$ cat src/rtl/jlc3_rst_seq.sv
// jlc3_rst_seq: reset/enable sequencer for the jlc3 SoC top level.
// Stretches the power-on reset, releases N_CH reset channels one after the
// other (channel 0 first, STAGGER cycles apart) and gates the core enable in
// free-running or single-step mode once every channel is out of reset.
//
// Optional watchdog: define JLC3_RST_SEQ_WDT_EN to build it in. Without the
// macro kick_i_w is ignored and wdt_flag_o_w is tied low; the port list is the
// same in both builds.
//
//   state  | meaning
//   POR    | all channels held in reset, POR counter running
//   REL    | channels being released one by one
//   RUN    | all channels released, core enable active
module jlc3_rst_seq #(
  parameter int POR_CYCLES = 100,
  parameter int N_CH       = 2,
  parameter int STAGGER    = 8,
  parameter int WDT_CYCLES = 1024
) (
  input  logic            clk_i_w,
  input  logic            rst_i_w,
  input  logic            soft_rst_i_w,
  input  logic            run_i_w,
  input  logic            step_i_w,
  input  logic            kick_i_w,
  output logic [N_CH-1:0] rst_o_w,
  output logic            en_o_w,
  output logic            ready_o_w,
  output logic            wdt_flag_o_w
);

  localparam int POR_W = $clog2(POR_CYCLES + 1);
  localparam int STG_W = $clog2(STAGGER + 1);
  localparam int CH_W  = $clog2(N_CH + 1);

  localparam logic [POR_W-1:0] POR_MAX = POR_W'(POR_CYCLES);
  localparam logic [STG_W-1:0] STG_MAX = STG_W'(STAGGER);
  localparam logic [STG_W-1:0] STG_ONE = STG_W'(1);
  localparam logic [CH_W-1:0]  CH_ALL  = CH_W'(N_CH);
  localparam logic [CH_W-1:0]  CH_ONE  = CH_W'(1);

  typedef enum logic [1:0] {
    ST_POR = 2'd0,
    ST_REL = 2'd1,
    ST_RUN = 2'd2
  } state_t;

  state_t           state_q;
  logic [POR_W-1:0] por_cnt_q;
  logic [STG_W-1:0] stg_cnt_q;
  logic [CH_W-1:0]  ch_cnt_q;
  logic [N_CH-1:0]  rst_q;
  logic             en_q;
  logic             ready_q;
  logic             step_q;
  logic             step_pend_q;
  logic             wdt_fire;
  logic             clear_req;

  // Soft reset and a watchdog expiry both restart the sequence; only the
  // board reset additionally clears the sticky watchdog flag.
  assign clear_req = soft_rst_i_w | wdt_fire;

  // Sequencer FSM with registered channel resets, enable and ready.
  always_ff @(posedge clk_i_w) begin
    if (rst_i_w || clear_req) begin
      state_q     <= ST_POR;
      por_cnt_q   <= '0;
      stg_cnt_q   <= '0;
      ch_cnt_q    <= '0;
      rst_q       <= '1;
      en_q        <= 1'b0;
      ready_q     <= 1'b0;
      step_q      <= 1'b0;
      step_pend_q <= 1'b0;
    end else begin
      step_q <= step_i_w;
      case (state_q)
        ST_POR: begin
          en_q        <= 1'b0;
          step_pend_q <= 1'b0;
          if (por_cnt_q == POR_MAX) begin
            // Channel 0 leaves reset on the same edge the stretch expires.
            rst_q     <= rst_q << 1;
            ch_cnt_q  <= CH_ONE;
            stg_cnt_q <= STG_ONE;
            state_q   <= ST_REL;
          end else begin
            por_cnt_q <= por_cnt_q + 1'b1;
          end
        end
        ST_REL: begin
          en_q        <= 1'b0;
          step_pend_q <= 1'b0;
          if (ch_cnt_q == CH_ALL) begin
            // One extra cycle after the last release before reporting ready.
            ready_q <= 1'b1;
            state_q <= ST_RUN;
          end else if (stg_cnt_q == STG_MAX) begin
            rst_q     <= rst_q << 1;
            ch_cnt_q  <= ch_cnt_q + 1'b1;
            stg_cnt_q <= STG_ONE;
          end else begin
            stg_cnt_q <= stg_cnt_q + 1'b1;
          end
        end
        ST_RUN: begin
          // A step rising edge is held one cycle in step_pend_q, so the
          // pulse lands on the edge after the one that saw the rise. Steps
          // seen while free-running are dropped.
          en_q        <= run_i_w | step_pend_q;
          step_pend_q <= ~run_i_w & step_i_w & ~step_q;
        end
        default: begin
          state_q <= ST_POR;
          rst_q   <= '1;
          en_q    <= 1'b0;
          ready_q <= 1'b0;
        end
      endcase
    end
  end

`ifdef JLC3_RST_SEQ_WDT_EN
  localparam int               WDT_W   = $clog2(WDT_CYCLES + 1);
  localparam logic [WDT_W-1:0] WDT_MAX = WDT_W'(WDT_CYCLES);

  logic [WDT_W-1:0] wdt_cnt_q;
  logic             wdt_flag_q;

  assign wdt_fire = (state_q == ST_RUN) && (wdt_cnt_q == WDT_MAX);

  // Watchdog counter: only runs in RUN, kick clears it, saturates at the limit.
  always_ff @(posedge clk_i_w) begin
    if (rst_i_w || clear_req || (state_q != ST_RUN)) begin
      wdt_cnt_q <= '0;
    end else if (kick_i_w) begin
      wdt_cnt_q <= '0;
    end else if (wdt_cnt_q != WDT_MAX) begin
      wdt_cnt_q <= wdt_cnt_q + 1'b1;
    end
  end

  // Sticky record of a watchdog-triggered restart, cleared by board reset only.
  always_ff @(posedge clk_i_w) begin
    if (rst_i_w) begin
      wdt_flag_q <= 1'b0;
    end else if (wdt_fire) begin
      wdt_flag_q <= 1'b1;
    end
  end

  assign wdt_flag_o_w = wdt_flag_q;
`else
  logic unused_kick;

  assign unused_kick  = kick_i_w;
  assign wdt_fire     = 1'b0;
  assign wdt_flag_o_w = 1'b0;
`endif

  assign rst_o_w   = rst_q;
  assign en_o_w    = en_q;
  assign ready_o_w = ready_q;

endmodule

$ cat config.mk
export PLATFORM = sky130hd
export DESIGN_NAME = jlc3_rst_seq
export DESIGN_NICKNAME = d
export VERILOG_FILES = /design/src/rtl/jlc3_rst_seq.sv
export SDC_FILE = /design/constraint.sdc
export NUM_CORES = 1
export LEC_CHECK = 0
export CAP_MARGIN = 20
export CORE_MARGIN = 2
export CORE_UTILIZATION = 54
export CTS_CLUSTER_DIAMETER = 150
export DETAILED_ROUTE_END_ITERATION = 7
export PLACE_DENSITY = 0.88
export SYNTH_ARGS = -nofsm -noshare
export SYNTH_HDL_FRONTEND = slang
export SYNTH_SLANG_ARGS = --single-unit
$ cat constraint.sdc
create_clock -name clk_i_w -period 1.94 [get_ports clk_i_w]
set_clock_uncertainty 0.05 [all_clocks]
set_input_delay 0.291 -clock clk_i_w [delete_from_list [all_inputs] [get_ports clk_i_w]]
set_output_delay 0.291 -clock clk_i_w [all_outputs]
set_load 0.01 [all_outputs]
; ---- After elaboration in Yosys (flattened, before gate mapping)
; Index checks and enable logic that the tools add are counted.
[classes]
bitwise_logic = 8
n_reduce_logical = 13
n_mux = 17
n_eq_ne = 9
add_sub_neg = 3
[ops]
columns = operator, count
row1 = two-way mux 2 bit, 7
row2 = two-way mux 4 bit, 3
row3 = one-hot mux 2 bit (3 select lines), 2
row4 = != test 2 bit (second input constant), 4
row5 = one-hot mux 4 bit (2 select lines), 1
row6 = AND reduction 4 bit, 2
row7 = adder 7 x 1 -> 7 bit (second input constant), 1
row8 = equality test 7 bit (second input constant), 1
row9 = AND reduction 3 bit, 2
row10 = OR reduction 2 bit, 3
row11 = NOT 1 bit, 5
row12 = adder 4 x 1 -> 4 bit (second input constant), 1
row13 = equality test 2 bit (second input constant), 2
row14 = equality test 4 bit (second input constant), 1
row15 = one-hot mux 1 bit (2 select lines), 2
row16 = one-hot mux 2 bit (2 select lines), 1
row17 = AND reduction 2 bit, 2
row18 = nonzero test 2 bit, 2
row19 = adder 2 x 1 -> 2 bit (second input constant), 1
row20 = AND 1 bit, 2
row21 = equality test 2 x 1 -> 1 bit (second input constant), 1
row22 = logical NOT 2 bit, 1
row23 = logical OR 1 bit, 1
row24 = two-way mux 1 bit, 1
row25 = OR 1 bit, 1
[word_totals]
output_inout_bits = 5
word_cells = 59
register_bits = 21
input_bits = 6

; ---- Longest topological paths before layout
; Gate-level depths: netlist of run 1.
[logic_depth]
depth_word = 4
mapped_depth = 6

; ---- Worst setup path before layout of run 1
; Ideal clock, no wire load.
[synth_path]
path_type = flip-flop to flip-flop
startpoint = register por_cnt_q[0]
endpoint = register stg_cnt_q[3]
path_slack_ns = 0.381
arrival_ns = 1.430
n_path_buf = 0
period_less_slack_ns = 1.559
stages_incl_launch_ff = 7
cell_sequence = dfxtp_1 inv_1 ha_1 nor2b_1 a32oi_1 or3_1 a211oi_2
[synth_via]
elab_chain_len = 3
[synth_rtl]
columns = item, line_no
row1 = start: declaration, 49  ; logic [POR_W-1:0] por_cnt_q;
row2 = start signal: assignment, 89  ; por_cnt_q <= por_cnt_q + 1'b1;
row3 = equality test 7 bit, 82  ; if (por_cnt_q == POR_MAX) begin
row4 = != test 2 bit (no source line), --
row5 = AND reduction 3 bit (no source line), --
row6 = end signal: assignment, 104  ; stg_cnt_q <= stg_cnt_q + 1'b1;
row7 = end: declaration, 50  ; logic [STG_W-1:0] stg_cnt_q;
; No other way between the ends.
; A chain may end at the register's enable or synchronous reset.

; ---- Worst setup path in the final report of run 1
; Same ends and word-level chain as after synthesis.

==> results.toml, run 1 <==
[sta]
setup_slack_ns = 0.1843
rsz0062_at_grt = "no"
timing.fmax_mhz = 569.6
setup_violations = 0
period_share_pct = 90.50
fin_tns_setup_ns = 0
final-max-slew-violation-count = 0
hold_viol_final = 0
fin_crit_ns = 1.756

[global_routing]
grt_pass1_wl_um = 3498
grt_start_max_net_pins = 16
grt_antenna_before_repair = 0
overflow = 0
track_usage_pct = 21.86
grt_pass1_vias = 821

[power_and_ir_drop]
power.density_mw_per_mm2 = 573.9
p_total_uw = 676.4
leakagePower_uw = 0.0004283
vdd_drop_max_v = 0.0004030

[worst_hold_path]
hp-start = "ch_cnt_q[1]"
hold_class = "reg2reg"
hold_depth = 2

[die]
die_area_mm2 = 0.002325
core_region_area_mm2 = 0.001783
die_width_um = 48.22
ios = 11
rows = 15
start_util_pct = 59.23
die_h_um = 48.22

[logic_synthesis]
synthesis.area_mm2 = 0.001056
ys_async_sr_fraction_pct = 0
synthCells = 123
synthFlopType = "dfxtp_1"
synth_fa_ha_area_share_pct = 5.924
synthMuxAreaShare_pct = 4.739
synth.yosys.seq_area_share_pct = 39.81
synth_edf_count = 0
synth-compound-area-share_pct = 16.82
synth_nets = 134
ys_ff_latch = 21
syn_avg_cell_area_um2 = 8.585
synthSimpleGateAreaFrac_pct = 23.58
synth_top_family_by_area = "simple AND/OR/NAND/NOR gates"
ys_types = 36
synthXorXnorAreaFrac_pct = 4.147
yosysWarningCount = 0

[worst_setup_path]
r2r-end = "stg_cnt_q[3]"
reg2reg_slack_ns = 0.18
critPathLaunchType = "register"
arrival_ns = 1.95
worstSetupStartpoint = "por_cnt_q[0]"
reg2reg_depth = 6
cp.required_ns = 2.13
critPathKind = "reg2reg"
crit_path_end_kind = "register"
reg2reg_from = "por_cnt_q[0]"
worst-path-max-fanout = 4
endpoint = "stg_cnt_q[3]"

[clock_network]
clock_latency_ns = 0.31
post_cts_buffers = 0
htreeDepth = 1
cts.repair.resized = 0
cts_tree = "yes"
ctsHoldBuffers = 0
cts_sinks = 21
cts_root_buf = "clkbuf_4"
cts_made_buffers = 3
clkTransAtPathRegs_ns = 0.11
clock_path_buffers = 2

[placed_design]
dp.final_hpwl_um = 1590
pre_cts_slack_ns = 0.2164
numPortBuffers = 8
gp_congestion = 0.7943

[finish]
num_antenna_cells = 0
final_util_pct = 66.11
nets = 143
drive_gt1_share_pct = 6.107
mostFrequentLayoutCell = "dfxtp_1"
fillCellCount = 146
final_cell_mix = "dfxtp_1, nor2_1, a21oi_1"
syn_to_final_growth_pct = 11.61

[route]
ant_nets = 0
firstDrtPassIters = 4
vias = 889
drt-total-wl_um = 2094
drtIter0Drc = 31
viasPerCell = 5.699
drcViolationCount = 0
post_drt_wl_per_cell_um = 13.42

[job]
maxCapViolCount = 0

[outcome]
status = "finished, final reports clean"
-- per-stage QoR --
stage | area (um2) | std cells | hold slack [ns]
finish | 1179 | 156 | 0.4543
global route | 1179 | 156 | 0.4709
CTS | 1179 | 156 | 0.4599
detailed placement | 1152 | 152 | 0.4379
global placement | 1152 | 152 | 0.4225
floorplan | 1056 | 123 | 0.3627
-- layer usage --
layer  GRT usage, %  routed length, um  vias up
li1               -                  -      452
met3          5.185                 82        4
met4          11.35                 30        0
met1          26.26                924      419
met2          36.05               1057       14
met5              0                  0        -
-- worst max-delay path, stage by stage, from the launching register on --
cell	delay (ns)
dfxtp_1	0.34
inv_1	0.09
ha_1	0.21
nor2b_1	0.19
a32oi_1	0.21
or3_1	0.40
a211oi_2	0.20
-- cell type report --
type / instances / area, um2 / area share, %
multi-input cells: 90 / 586.8 / 49.79
flip-flops and latches: 21 / 420.4 / 35.67
repair buffers: 9 / 87.58 / 7.431
well taps: 25 / 31.28 / 2.654
clock buffers: 4 / 26.28 / 2.229
inverters: 7 / 26.28 / 2.229
-- sequential cells by signal, indices dropped and copies added (netlist names) --
name / flops
ready_o_w: 1
step_q: 1
en_o_w: 1
state_q: 2
step_pend_q: 1
rst_o_w: 2
stg_cnt_q: 4
por_cnt_q: 7
ch_cnt_q: 2
-- cells in the mapped netlist (3+ instances only) --
cell type,count,area [um2]
ha_1,5,62.56
inv_1,7,26.28
mux2i_1,5,50.05
o21ai_0,7,35.03
nor2b_1,3,18.77
a21oi_1,9,45.04
nor2_1,17,63.81
clkbuf_1,4,15.01
xor2_1,4,35.03
or3_1,3,18.77
nor3_1,3,15.01
nand2_1,7,26.28
dfxtp_1,21,420.4
-- report_power, final --
part	internal, uW	switching [uW]	total (uW)
combinational	14.7	16.9	31.6
sequential	434	2.06	436
clock	80.4	129	209
total	529	147	676
-- how the worst min path moves through the flow --
| stage | end | slack [ns] |
|---|---|---|
| global placement | en_o_w | 0.42 |
| global route | ch_cnt_q[1] | 0.47 |
| finish | ch_cnt_q[1] | 0.45 |
| floorplan | step_q | 0.36 |
| detailed placement | step_pend_q | 0.44 |
| CTS | en_o_w | 0.46 |
-- logic make-up after synthesis --
| group | Yosys count |
|---|---|
| buf+inv | 12 |
| simple gates | 47 |
| compound gates | 27 |
| fa+ha+maj | 5 |
| xor+xnor | 5 |
| other cells | 1 |
| mux | 5 |
| flops | 21 |
(Power assumes the default switching activity.)
==> run 2: changes to the inputs <==
CORE_MARGIN = 5   (was 2)
==> run 2 against run 1 <==
- hold slack got worse by 0.0022 ns
- sequential power hardly changed
- core utilization fell by 4.6 points
- final cell count is 1.3% higher
- first-iteration DRC count shrank 32%
- combinational power about the same
- fmax down 0.76%
- clock-buffer cell count fell by 1
- total power rose by 0.90%
- non-clock buffer count stayed put
- largest cell class unchanged
==> results.toml, run 2 (same netlist as run 1, synthesis figures left out) <==
[route]
drt-total-wl_um = 2214
post_drt_wl_per_cell_um = 14.01
ant_nets = 0
vias = 894
firstDrtPassIters = 4
drcViolationCount = 0
viasPerCell = 5.658
drtIter0Drc = 21

[clock_network]
htreeDepth = 1
ctsHoldBuffers = 0
post_cts_buffers = 0
cts_root_buf = "clkbuf_4"
cts_sinks = 21
cts_tree = "yes"
clock_path_buffers = 2
clock_latency_ns = 0.31
cts.repair.resized = 0
clkTransAtPathRegs_ns = 0.12
cts_made_buffers = 3

[global_routing]
grt_pass1_wl_um = 3753
grt_start_max_net_pins = 16
track_usage_pct = 17.09
grt_antenna_before_repair = 0
grt_pass1_vias = 947
overflow = 0

[die]
rows = 16
core_region_area_mm2 = 0.001922
die_width_um = 54.22
start_util_pct = 54.95
die_area_mm2 = 0.002940
die_h_um = 54.22
ios = 11

[worst_setup_path]
worst-path-max-fanout = 7
critPathKind = "reg2reg"
crit_path_end_kind = "register"
reg2reg_depth = 6
cp.required_ns = 2.10
arrival_ns = 1.93
worstSetupStartpoint = "ch_cnt_q[0]"
reg2reg_from = "ch_cnt_q[0]"
critical_path.cell_chain = "inv_1 > ha_1 > and4bb_2 > nand2_1 > a21oi_1 > nor3_1"
endpoint = "stg_cnt_q[2]"
reg2reg_slack_ns = 0.17
cpPeakStageDelay_ns = 0.41
critPathLaunchType = "register"
critPathSlowestCell = "and4bb_2"
r2r-end = "stg_cnt_q[2]"

[sta]
rsz0062_at_grt = "no"
setup_violations = 0
period_share_pct = 91.20
final-max-slew-violation-count = 0
fin_tns_setup_ns = 0
timing.fmax_mhz = 565.2
fin_crit_ns = 1.769
tightest_slew_ns = 0.5455
setup_slack_ns = 0.1707
slew_headroom_pct = 63.50
hold_viol_final = 0

[finish]
num_antenna_cells = 0
final_util_pct = 61.52
top_register = "por_cnt_q"
drive_gt1_share_pct = 6.870
largest_reg_flops = 7
final_cell_mix = "dfxtp_1, nor2_1, a21oi_1"
syn_to_final_growth_pct = 11.97
fillCellCount = 176
nets = 143
mostFrequentLayoutCell = "dfxtp_1"
top_regs = "por_cnt_q (7), stg_cnt_q (4)"

[placed_design]
pre_cts_slack_ns = 0.2165
numPortBuffers = 8
gp_congestion = 0.8166
dp.final_hpwl_um = 1612

[power_and_ir_drop]
power.density_mw_per_mm2 = 577.2
pwr-share-comb_pct = 4.6
net-switching-power_uw = 156.8
internal_power_uw = 525.7
p_seq_share_pct = 63.9
clkPwrFrac_pct = 31.6
vdd_drop_max_v = 0.0005089
leakagePower_uw = 0.0004310
swShare_pct = 22.98

[job]
maxCapViolCount = 0

[outcome]
status = "finished, final reports clean"

[worst_hold_path]
hold_class = "reg2reg"
[run 2: metal layers]
| layer | part of all wire, % | routed length, um | vias to the layer above | global-route usage [%] |
|---|---|---|---|---|
| li1 | - | - | 449 | - |
| met1 | 45 | 1006 | 418 | 19.26 |
| met2 | 50 | 1097 | 20 | 30.28 |
| met3 | 2.5 | 55 | 7 | 3.270 |
| met4 | 2.5 | 55 | 0 | 8.714 |
| met5 | 0 | 0 | - | 0 |
[run 2: how the worst min path moves through the flow]
stage,endpoint,cells past startpoint,from
floorplan,step_q,1,step_i_w
global placement,en_o_w,2,step_pend_q
detailed placement,en_o_w,2,step_pend_q
CTS,en_o_w,2,step_pend_q
global route,por_cnt_q[6],2,por_cnt_q[6]
finish,en_o_w,2,step_pend_q
[run 2: final cells by class]
| type | instances | area, um2 | share of cell area [%] |
|---|---|---|---|
| multi-input combinational | 90 | 586.8 | 49.63 |
| timing repair buffer | 9 | 87.58 | 7.407 |
| tap | 27 | 33.78 | 2.857 |
| clock buffer | 3 | 22.52 | 1.905 |
| sequential | 21 | 420.4 | 35.56 |
| inverter | 7 | 26.28 | 2.222 |
| clock inverter | 1 | 5.005 | 0.4233 |
[run 2: through the flow]
step	instance area, um2	instances	total power [uW]	hold slack (ns)
after floorplan	1056	123	465.0	0.3627
after global routing	1182	158	707.2	0.4970
after global placement	1155	154	474.4	0.4221
final	1182	158	682.5	0.4521
after CTS	1182	158	683.1	0.4547
after detailed placement	1155	154	476.4	0.4377
[run 2: power groups by stage]
stage	Combinational, uW	Sequential (uW)	Clock, uW
after global placement	29.1	445	0
after global routing	34.9	436	236
after detailed placement	30.9	446	0
after floorplan	19.9	445	0
final	31.3	436	215
after CTS	31.2	436	216
[run 2: critical path, delay by kind of cell (launching register included)]
family,cells,cell delay (ns)
buf+inv,1,0.07
compound gates,1,0.29
simple gates,3,0.61
fa+ha+maj,1,0.28
flops,1,0.36
==> run 3: changes to the inputs <==
clock period = 1.8 ns   (was 1.94 ns; I/O delays follow)
==> run 3 against run 2 <==
- register-to-register slack got worse by 0.05 ns
- highest routed layer unchanged
- largest cell class unchanged
- non-clock buffer count rose by 2
- via count up 3.5%
- combinational power increased by 20%
- die area is the same
- global-route usage increased by 0.21 points
- sequential cell count unchanged
- critical endpoint is now stg_cnt_q[3]
- cell area is 2.8% higher
- critical path type unchanged
- wire length rose by 1.5%
- first-iteration DRC count increased by 67%
- total power grew 7.9%
- clock power up 7%
==> results.toml, run 3 (same netlist as run 1, synthesis figures left out) <==
[worst_setup_path]
crit_path_end_kind = "register"
r2r-end = "stg_cnt_q[3]"
cp.required_ns = 1.99
cpPeakStageDelay_ns = 0.38
worst-path-max-fanout = 4
critical_path.cell_chain = "inv_1 > ha_1 > nor2b_4 > a32oi_2 > or3_1 > a211oi_2"
critPathKind = "reg2reg"
reg2reg_slack_ns = 0.12
critPathSlowestCell = "or3_1"
reg2reg_depth = 6
reg2reg_from = "por_cnt_q[0]"
worstSetupStartpoint = "por_cnt_q[0]"
arrival_ns = 1.87
critPathLaunchType = "register"
endpoint = "stg_cnt_q[3]"

[placed_design]
gp_congestion = 0.8706
post-place-cells = 156
numPortBuffers = 8
dp.final_hpwl_um = 1649
pre_cts_slack_ns = 0.09733

[route]
drcViolationCount = 0
viasPerCell = 5.781
vias = 925
drt-total-wl_um = 2247
post_drt_wl_per_cell_um = 14.04
ant_nets = 0
drtIter0Drc = 35
firstDrtPassIters = 4

[sta]
setup_slack_ns = 0.1223
rsz0062_at_grt = "no"
fin_crit_ns = 1.678
setup_violations = 0
hold_viol_final = 0
final-max-slew-violation-count = 0
period_share_pct = 93.20
fin_tns_setup_ns = 0
timing.fmax_mhz = 596.1

[die]
die_h_um = 54.22
ios = 11
rows = 16
start_util_pct = 54.95
die_width_um = 54.22
core_region_area_mm2 = 0.001922
die_area_mm2 = 0.002940

[finish]
top_regs = "por_cnt_q (7), stg_cnt_q (4)"
nets = 145
num_antenna_cells = 0
final_cells = 160
mostFrequentLayoutCell = "dfxtp_1"
largest_reg_flops = 7
syn_to_final_growth_pct = 15.05
fillCellCount = 170
drive_gt1_share_pct = 9.774
final_cell_mix = "dfxtp_1, nor2_1, a21oi_1, clkdlybuf4s50_1"
top_register = "por_cnt_q"

[clock_network]
clock_latency_ns = 0.31
ctsHoldBuffers = 0
cts_root_buf = "clkbuf_4"
cts_tree = "yes"
cts_sinks = 21
clkTransAtPathRegs_ns = 0.11
clock_path_buffers = 2
cts_made_buffers = 3
htreeDepth = 1

[global_routing]
grt_antenna_before_repair = 0
grt_pass1_vias = 891
overflow = 0
grt_pass1_wl_um = 3712
grt_start_max_net_pins = 15
track_usage_pct = 17.29

[power_and_ir_drop]
power.density_mw_per_mm2 = 606.2
leakagePower_uw = 0.0004477
vdd_drop_max_v = 0.0004432

[outcome]
status = "finished, final reports clean"

[job]
maxCapViolCount = 0

[worst_hold_path]
hold_class = "reg2reg"
-- run 3: cell types whose count changed in the layout (fill, tap and decap cells not counted), sizes merged --
cell,delta
buf,+2
clkinv,-1
clkbuf,+1
-- run 3: worst min-delay path by stage --
stage	startpoint	endpoint	slack (ns)	cells after the start
2_1_floorplan	step_i_w	step_q	0.34	1
3_3_place_gp	step_pend_q	step_pend_q	0.42	2
3_5_place_dp	step_pend_q	en_o_w	0.44	2
4_1_cts	step_pend_q	en_o_w	0.45	2
5_1_grt	step_i_w	step_q	0.49	2
6_report	step_pend_q	en_o_w	0.45	2
-- run 3: metrics by stage --
stage / area, um2 / util [%] / total power [uW] / hold WS (ns)
finish: 1215 / 63.22 / 736.5 / 0.4493
floorplan: 1056 / - / 501.1 / 0.3417
global placement: 1170 / 60.87 / 513.2 / 0.4241
CTS: 1196 / 62.24 / 740.4 / 0.4534
detailed placement: 1170 / 60.87 / 515.3 / 0.4368
global route: 1215 / 63.22 / 763.4 / 0.4882
-- run 3: power breakdown --
| group | total, uW | switching [uW] | internal, uW |
|---|---|---|---|
| Sequential | 469 | 1.91 | 468 |
| Clock | 229 | 143 | 86.7 |
| Combinational | 37.7 | 18.7 | 19.0 |
-- run 3: final cells by class --
type | instances | area, um2 | area share, %
Sequential cell | 21 | 420.4 | 34.60
Multi-Input combinational cell | 90 | 605.6 | 49.85
Clock buffer | 4 | 26.28 | 2.163
Timing Repair Buffer | 11 | 102.6 | 8.445
Tap cell | 27 | 33.78 | 2.781
Inverter | 7 | 26.28 | 2.163
-- run 3: critical path: cells and delay by family (launching register included) --
family | cells | cell delay (ns)
compound gates | 2 | 0.36
fa+ha+maj | 1 | 0.21
buf+inv | 1 | 0.09
flops | 1 | 0.34
simple gates | 2 | 0.55
-- run 3: timing repair --
action                                 in CTS  in global routing
setup buffers                               0                  0
endpoints found under the hold margin       0                  0
setup endpoints to repair                   0                  2
gates resized for setup                     0                  4
-- run 3: metal layers --
| metal | track usage [%] | vias to the layer above | wire (um) |
|---|---|---|---|
| li1 | - | 456 | - |
| met1 | 21.04 | 439 | 1003 |
| met4 | 8.714 | 0 | 50 |
| met3 | 2.725 | 5 | 90 |
| met5 | 0 | - | 0 |
| met2 | 29.28 | 25 | 1102 |
